## src/rtl/mux_rr_reg.sv

```systemverilog
// mux_rr_reg: N-input registered data mux with a round-robin arbiter.
// Each input channel and the output use a valid/ready handshake. The output
// register holds one beat, can drain and refill in the same cycle, and so
// sustains one beat per clock with one cycle of input-to-output latency.
module mux_rr_reg #(
    parameter int N  = 7,
    parameter int DW = 1
) (
    input  logic            clk,
    input  logic            nreset,
    input  logic [N-1:0]    in_valid,
    input  logic [N*DW-1:0] in_data,
    output logic [N-1:0]    in_ready,
    output logic            out_valid,
    output logic [DW-1:0]   out_data,
    output logic [N-1:0]    out_sel,
    input  logic            out_ready
);

    localparam int IW = (N > 1) ? $clog2(N) : 1;

    logic          load;
    logic [N-1:0]  grant;
    logic [IW-1:0] gidx;

    // The output register can take a new beat when it is empty or draining.
    assign load = ~out_valid | out_ready;

    // Acceptance is held off while reset is asserted so no beat is taken then.
    assign in_ready = grant & {N{load & nreset}};

    generate
        if (N == 1) begin : g_single
            assign grant = in_valid;
            assign gidx  = '0;
        end else begin : g_rr
            logic [IW-1:0] last_q;
            logic [IW-1:0] cidx;
            logic          found;
            int            cand;

            // Pointer to the last granted channel; it moves only on an accepted
            // transfer, so stalls and idle cycles never skip a channel's turn.
            // Reset points it at N-1 so channel 0 is first in line.
            always_ff @(posedge clk or negedge nreset) begin
                if (!nreset) begin
                    last_q <= IW'(N - 1);
                end else if (load && (grant != '0)) begin
                    last_q <= gidx;
                end
            end

            // Scan from the channel after the last grant, wrapping, and pick
            // the first one that has a valid request.
            always_comb begin
                grant = '0;
                gidx  = '0;
                found = 1'b0;
                cand  = 0;
                cidx  = '0;
                for (int k = 1; k <= N; k++) begin
                    cand = int'(last_q) + k;
                    if (cand >= N) begin
                        cand = cand - N;
                    end
                    cidx = cand[IW-1:0];
                    if (!found && in_valid[cidx]) begin
                        found       = 1'b1;
                        grant[cidx] = 1'b1;
                        gidx        = cidx;
                    end
                end
            end
        end
    endgenerate

    // Output register: load the granted beat, empty when nothing is granted,
    // hold everything while the consumer stalls. Data and select keep their
    // old values when the register empties so only granted data ever lands.
    always_ff @(posedge clk or negedge nreset) begin
        if (!nreset) begin
            out_valid <= 1'b0;
            out_data  <= '0;
            out_sel   <= '0;
        end else if (load) begin
            if (grant != '0) begin
                out_valid <= 1'b1;
                out_data  <= in_data[int'(gidx)*DW +: DW];
                out_sel   <= grant;
            end else begin
                out_valid <= 1'b0;
            end
        end
    end

endmodule

```

## config.mk

```make
export PLATFORM = sky130hd
export DESIGN_NAME = mux_rr_reg
export DESIGN_NICKNAME = d
export VERILOG_FILES = /design/src/rtl/mux_rr_reg.sv
export SDC_FILE = /design/constraint.sdc
export NUM_CORES = 1
export LEC_CHECK = 0
export CORE_MARGIN = 5
export CORE_UTILIZATION = 60
export CTS_BUF_LIST = sky130_fd_sc_hd__clkbuf_4 sky130_fd_sc_hd__clkbuf_8
export CTS_CLUSTER_SIZE = 12
export DETAILED_ROUTE_END_ITERATION = 10
export HOLD_SLACK_MARGIN = 0.1
export MAX_ROUTING_LAYER = met4
export PLACE_DENSITY = 0.9
export SYNTH_ARGS = -nofsm -noshare
export SYNTH_HDL_FRONTEND = slang
export SYNTH_SLANG_ARGS = --single-unit
```

## constraint.sdc

```tcl
create_clock -name clk -period 6.1 [get_ports clk]
set_input_delay 1.22 -clock clk [delete_from_list [all_inputs] [get_ports clk]]
set_output_delay 1.22 -clock clk [all_outputs]
set_load 0.03 [all_outputs]
```

* Word-level counts from Yosys, hierarchy flattened
Index checks and enable logic that the tools add are counted.
Operators by class: add/subtract/negate cells 14, multipliers 0, divide/modulo/power cells 0, magnitude comparators 21, equality and inequality tests 0, shifts and indexed selects 1, muxes and demuxes 56, bitwise gates (word level) 10, reduce and logical (&&, ||, !) cells 22
Operators by type and width (number):
- 2-to-1 mux 7 bit | 7
- 2-to-1 mux 3 bit | 14
- bitwise OR 7 bit | 6
- >= comparator 4 x 3 -> 1 bit (second input constant) | 7
- < comparator 3 x 4 -> 1 bit (second input constant) | 7
- binary-select mux 1 bit (select 3 bit) | 7
- demux 1 bit (select 3 bit) | 7
- >= comparator 3 x 1 -> 1 bit (second input constant) | 7
- 2-to-1 mux 1 bit | 21
- subtractor 3 bit (second input constant) | 7
- adder 3 x 3 -> 4 bit (second input constant) | 4
- logical AND 1 bit | 14
- adder 3 x 2 -> 4 bit (second input constant) | 2
- AND 7 bit | 1
- nonzero test 7 bit | 1
- indexed part select 7 x 4 -> 1 bit | 1
- logical NOT 1 bit | 6
- adder 3 x 1 -> 4 bit (second input constant) | 1
- AND reduction 2 bit | 1
- AND 1 bit | 1
- inverter 1 bit | 1
- bitwise OR 1 bit | 1
Storage, ports and cells: flip-flop bits (word level) 12, bits in latches 0, RAM bits 0, bits in read-only memories 0, output and inout port bits 16, logic and storage cells 128, memories kept 0

* Longest topological paths before layout
Gate-level depths: netlist (run 1).
word-level depth 26, depth in mapped cells 19

* Worst setup path after synthesis (run 1)
No wires, ideal clock.
path kind flip-flop to output port, start point reg g_rr.last_q[1], end point out in_ready[3], arrival time 4.053 ns, data required time 4.880 ns, path slack 0.827 ns, cell stages (with the launch flop) 16, path buffers 2, cells stage by stage dfstp_2 -> clkbuf_1 -> inv_1 -> ha_1 -> inv_1 -> fa_1 -> nor2b_1 -> a22o_1 -> a211oi_1 -> and3_1 -> buf_4 -> o21ai_2 -> nor4_2 -> a22oi_1 -> and3_1 -> nor2_1
On the way: word-level cells in the longest chain between the ends 25, elaborated cells between the ends (all ways) 109, those cells by class add/sub: 14; order compare: 21; mux: 48; bitwise: 7; reduce/logical: 19
RTL lines:
- start, declared | RTL line 37 | logic [IW-1:0] last_q;
- start signal, assigned | RTL line 47 | last_q <= IW'(N - 1);
- start signal, assigned | RTL line 49 | last_q <= gidx;
- branches (longest 23 deep; another with adder 3 x 1 -> 4 bit)
- 2-to-1 mux 7 bit (*) | RTL line 67 | if (!found && in_valid[cidx]) begin
- AND 7 bit (*) | RTL line 30 | assign in_ready = grant & {N{load & nreset}};
- end, declared | RTL line 13 | output logic [N-1:0] in_ready,
Every way passes the cells marked *. The select of a mux whose other input is x is not followed.

* Final worst setup path (run 1)
start point reg g_rr.last_q[1], end point out in_ready[5]
Same word-level chain as after synthesis.

==> results of run 1 <==
==> cell type report <==
type / count / area [µm²]
multi-input combinational: 374 / 2743
fill: 469 / 1788
timing repair buffer: 43 / 387.9
sequential: 12 / 304.0
tap: 72 / 90.09
inverter: 19 / 71.32
clock buffer: 4 / 55.05
==> registers in the layout, indices dropped and copies added (netlist names) <==
name / flops
out_sel: 7
g_rr.last_q: 3
out_data: 1
out_valid: 1
==> how the worst max path moves through the flow <==
stage	from	endpoint	slack, ns
6_report	g_rr.last_q[1]$_DFFE_PN1P_	in_ready[5]	0.15
5_1_grt	g_rr.last_q[1]$_DFFE_PN1P_	in_ready[5]	0.008
4_1_cts	g_rr.last_q[1]$_DFFE_PN1P_	in_ready[5]	0.18
3_5_place_dp	in_valid[6]	in_ready[5]	0.40
3_3_place_gp	in_valid[6]	in_ready[5]	0.49
2_1_floorplan	g_rr.last_q[1]$_DFFE_PN1P_	in_ready[3]	0.83
==> cells in the final DEF (no fill, tap or decap), types with 7 or more instances in the layout <==
| cell | synthesis | layout |
|---|---|---|
| nor2_1 | 35 | 35 |
| dfrtp_1 | 10 | 9 |
| and2_1 | 7 | 7 |
| clkdlybuf4s50_1 | 0 | 26 |
| o21ai_0 | 17 | 17 |
| and3_1 | 9 | 9 |
| inv_1 | 16 | 16 |
| nand3_1 | 18 | 18 |
| a21oi_1 | 22 | 22 |
| nand2_1 | 34 | 34 |
| ha_1 | 10 | 10 |
| buf_4 | 6 | 17 |
| a31oi_1 | 8 | 8 |
| nor2b_1 | 7 | 7 |
| nor3_1 | 16 | 16 |
| a22o_1 | 8 | 8 |
| mux2i_1 | 30 | 30 |
| nand2b_1 | 11 | 11 |
==> metrics by stage <==
stage	instance area, µm²	setup slack [ns]
finish	3651	0.1528
global route	3651	0.008056
CTS	3645	0.1845
detailed placement	3590	0.4046
global placement	3590	0.4926
floorplan	3306	0.8273
==> logic make-up after synthesis <==
| family | Yosys count | share of synthesized area (%) |
|---|---|---|
| adder cells (fa/ha/maj) | 11 | 4.391 |
| buffers and inverters | 48 | 8.062 |
| XOR/XNOR | 10 | 3.331 |
| flip-flops | 12 | 9.160 |
| multiplexers | 44 | 15.44 |
| AO/OA/AOI/OAI | 130 | 30.28 |
| AND/OR/NAND/NOR | 179 | 29.33 |
==> layer usage <==
layer	routed length, µm	track usage [%]
met1	4493	38.71
met2	5164	51.22
met3	1159	5.201
met5	0	-
met4	386	13.30
==> critical path: cells and delay by family, from the launching register on <==
| family | cells | cell delay [ns] |
|---|---|---|
| fa+ha+maj | 2 | 0.77 |
| compound gates | 4 | 1.00 |
| flops | 1 | 0.64 |
| simple gates | 4 | 1.13 |
| buf+inv | 3 | 0.94 |
==> out/qor.csv, run 1 <==
metric,value,unit
crit_type,flop to output port,
yosys.area.top_type,mux2i_1,
syn-num-nets,462,
vias,3681,
syn-instance-count,434,
ant_nets,0,
whs,0.5045,ns
cts_tree,done,
rsz0062_at_grt,false,
grt_pass1_wl,17.80,mm
vias_per_cell,7.025,
ioPinCount,33,
die_h,84.23,µm
skew,0.003756,ns
gp_congestion,1.062,
yosys_warnings,0,
overflow,0,
r2r_cells,16,
drv_slew,0,
syn_area,3306,µm²
crit_top_cell,ha_1,
synth_flop_cell,dfrtp_1,
status,"complete, no violations",
drcViolationCount,0,
rows,27,
dp.cells,520,
initial_core_util,60.78,%
finalHoldViolCount,0,
die_x,84.23,µm
clockRootBuffer,clkbuf_8,
ys_top_cells_by_area,"mux2i_1 (9.1%), dfrtp_1 (7.6%), nor2_1 (4.0%)",
post_cts_buffers,0,
ys_seq_area_share,9.160,%
clock-sinks,12,
min_period,5.947,ns
min_path_type,flop to flop,
synth_cell_type_count,92,
insertion_delay,0.24,ns
clock.fmax,0.1681,GHz
core_region_area,5439,µm²
r2r_slack,0.93,ns
slew_headroom,52.96,%
grt_pass1_vias,3451,
numPortBuffers,32,
synthArstFlopShare,100.0,%
final_nets,481,
postCtsHoldBufs,0,
clk_path_buf_depth,2,
worstSetupStartpointType,flop,
worstSetupEndpointType,output port,
wl_per_cell,21.38,µm
cts_resized,0,
r2r_start,g_rr.last_q[1]$_DFFE_PN1P_,
tns,0,ns
cap_violations,0,
holdPathStages,1,
postLayoutCoreUtil,67.13,%
synth_edf_count,0,
cts_max_level,1,
hold_start,out_data$_DFFE_PN0P_,
synth_most_common_cell,nor2_1,
arrival,4.73,ns
synth_common_cells,"nor2_1 (35), nand2_1 (34), mux2i_1 (30)",
drtIter0Drc,334,
setup_viol,0,
critPathMaxFanout,18,
min_to,out_data$_DFFE_PN0P_,
post-dp-hpwl,8.709,mm
max_stage_delay,0.69,ns
antenna_cells,0,
timing.final.crit_share,97.50,%
synth-seq-cells,12,
cts_buffers,3,
worstReg2RegEnd,out_sel[3]$_DFFE_PN0P_,
clk_pin_slew,0.06,ns
syn_area_per_cell,7.617,µm²
layout-drive-gt1-share,16.15,%
first_pass_iters,5,
grt_max_degree,28,
tightestPinTransition,0.7041,ns
grt_use_total,31.58,%
slowest_stage,clkdlybuf4s50_1,
instances_no_fill,524,
cp.required,4.88,ns
antenna_found_initial,0,
synth_top_area_share,9.084,%
path_cells,buf_4 -> ha_1 -> inv_1 -> ha_1 -> nor2b_1 -> a21oi_2 -> o22a_1 -> o2111ai_4 -> nand3_1 -> a21oi_1 -> nor4_2 -> nor2_1 -> clkdlybuf4s50_1,
finalWirelength,11.20,mm
syn2layout_area_growth,10.45,%
die_area,7094,µm²
Power of run 1 is not shown: default switching activity piles up to over one toggle a cycle in this logic, so the estimate is an artifact.
==> run 2: changes to the inputs <==
--- a/config.mk
+++ b/config.mk
@@ -5,6 +5,7 @@
 export SDC_FILE = /design/constraint.sdc
 export NUM_CORES = 1
 export LEC_CHECK = 0
+export CORE_ASPECT_RATIO = 0.75
 export CORE_MARGIN = 5
 export CORE_UTILIZATION = 60
 export CTS_BUF_LIST = sky130_fd_sc_hd__clkbuf_4 sky130_fd_sc_hd__clkbuf_8
==> run 2 against run 1 <==
Against the previous run: critical path depth grew 1; design area grew 0.34%; clock-buffer cell count is the same; worst setup slack gained 0.090 ns; first-iteration DRC count grew 65%; die area grew 0.22%; clock skew shrank 0.0017 ns; routed wire length shrank 2.6%; sequential cell count is the same; global-route usage is essentially flat; maximum frequency grew 1.5%; largest cell class unchanged.
==> out/qor.csv, run 2 (same netlist as run 1, synthesis figures left out) <==
metric,value,unit
final_common_cell,nor2_1,
regMostFlops,out_sel,
syn2layout_area_growth,10.83,%
setup_viol,0,
final_nets,483,
grt_use_total,31.54,%
worstSetupStartpointType,flop,
rows,23,
cp.required,4.88,ns
grt_max_degree,23,
core_region_area,5353,µm²
worstSetupEndpointType,output port,
overflow,0,
slew_headroom,57.42,%
ant_nets,0,
clock-sinks,12,
largest_reg_flops,7,
postCtsHoldBufs,0,
cts_resized,0,
die_area,7109,µm²
wl_per_cell,20.63,µm
drtIter0Drc,550,
cts_max_level,1,
die_x,95.71,µm
finalHoldViolCount,0,
vias,3732,
antenna_found_initial,0,
rsz0062_at_grt,false,
post_cts_buffers,0,
min_period,5.857,ns
cts_tree,done,
skew,0.002041,ns
vias_per_cell,7.055,
numPortBuffers,32,
setup_ws,0.2430,ns
timing.final.crit_share,96.02,%
fillers,494,
postLayoutCoreUtil,68.44,%
status,"complete, no violations",
crit_type,flop to output port,
insertion_delay,0.25,ns
finalWirelength,10.92,mm
clock.fmax,0.1707,GHz
drcViolationCount,0,
clockRootBuffer,clkbuf_8,
drv_slew,0,
final_cell_mix,"nor2_1 (35), nand2_1 (34), mux2i_1 (30)",
clk_path_buf_depth,2,
grt_pass1_wl,17.09,mm
tns,0,ns
critPathMaxFanout,10,
arrival,4.64,ns
initial_core_util,61.76,%
grt_pass1_vias,3324,
reg_top3,"out_sel: 7 flops, g_rr.last_q: 3 flops",
clk_pin_slew,0.06,ns
first_pass_iters,5,
instances_no_fill,529,
dp_slack,0.4406,ns
ioPinCount,33,
gp_congestion,1.053,
antenna_cells,0,
tightestPinTransition,0.6329,ns
die_h,74.28,µm
min_path_type,flop to flop,
post-dp-hpwl,8.496,mm
cap_violations,0,
dp.cells,525,
layout-drive-gt1-share,16.30,%
cts_buffers,3,
[run 2: routing by layer]
metal  track usage (%)  wire (µm)
met5                 -          0
met4             6.467        252
met1             45.59       4665
met2             46.53       4668
met3             4.752       1328
[run 2: path summary, 6_finish.rpt]
kind	startpoint	end	slack [ns]	cells past startpoint
hold / removal	out_data$_DFFE_PN0P_	out_data$_DFFE_PN0P_	0.51	1
setup / recovery	g_rr.last_q[1]$_DFFE_PN1P_	in_ready[5]	0.24	14
hold reg to reg	out_data$_DFFE_PN0P_	out_data$_DFFE_PN0P_	0.51	1
min in group asynchronous	nreset	out_data$_DFFE_PN0P_	1.34	1
setup reg to reg	g_rr.last_q[1]$_DFFE_PN1P_	out_data$_DFFE_PN0P_	1.08	16
max in group asynchronous	nreset	g_rr.last_q[0]$_DFFE_PN0P_	4.35	1
[run 2: stage by stage]
stage / cell area (µm²) / hold WS [ns]
final: 3664 / 0.5065
after global placement: 3608 / 0.4888
after detailed placement: 3608 / 0.4944
after global routing: 3664 / 0.5336
after floorplan: 3306 / 0.6577
after CTS: 3664 / 0.5071
[run 2: worst max-delay path: stages, from the launching register on]
cell	delay [ns]
dfstp_2	0.66
inv_1	0.21
ha_1	0.27
inv_1	0.08
fa_1	0.52
nor2b_1	0.25
or3b_1	0.38
a21o_1	0.19
and3_1	0.15
buf_4	0.17
o21ai_2	0.13
a21oi_1	0.11
nor4_1	0.51
nor2_1	0.11
clkdlybuf4s50_1	0.62
[run 2: area by class of cell]
| cell class | instances | area, µm² | share of cell area [%] |
|---|---|---|---|
| inverter | 19 | 71.32 | 1.947 |
| sequential | 12 | 304.0 | 8.299 |
| timing repair buffer | 45 | 402.9 | 11.00 |
| tap | 75 | 93.84 | 2.561 |
| multi-input combinational | 374 | 2736 | 74.69 |
| clock buffer | 4 | 55.05 | 1.503 |
Power of run 2 is left out for the same reason.
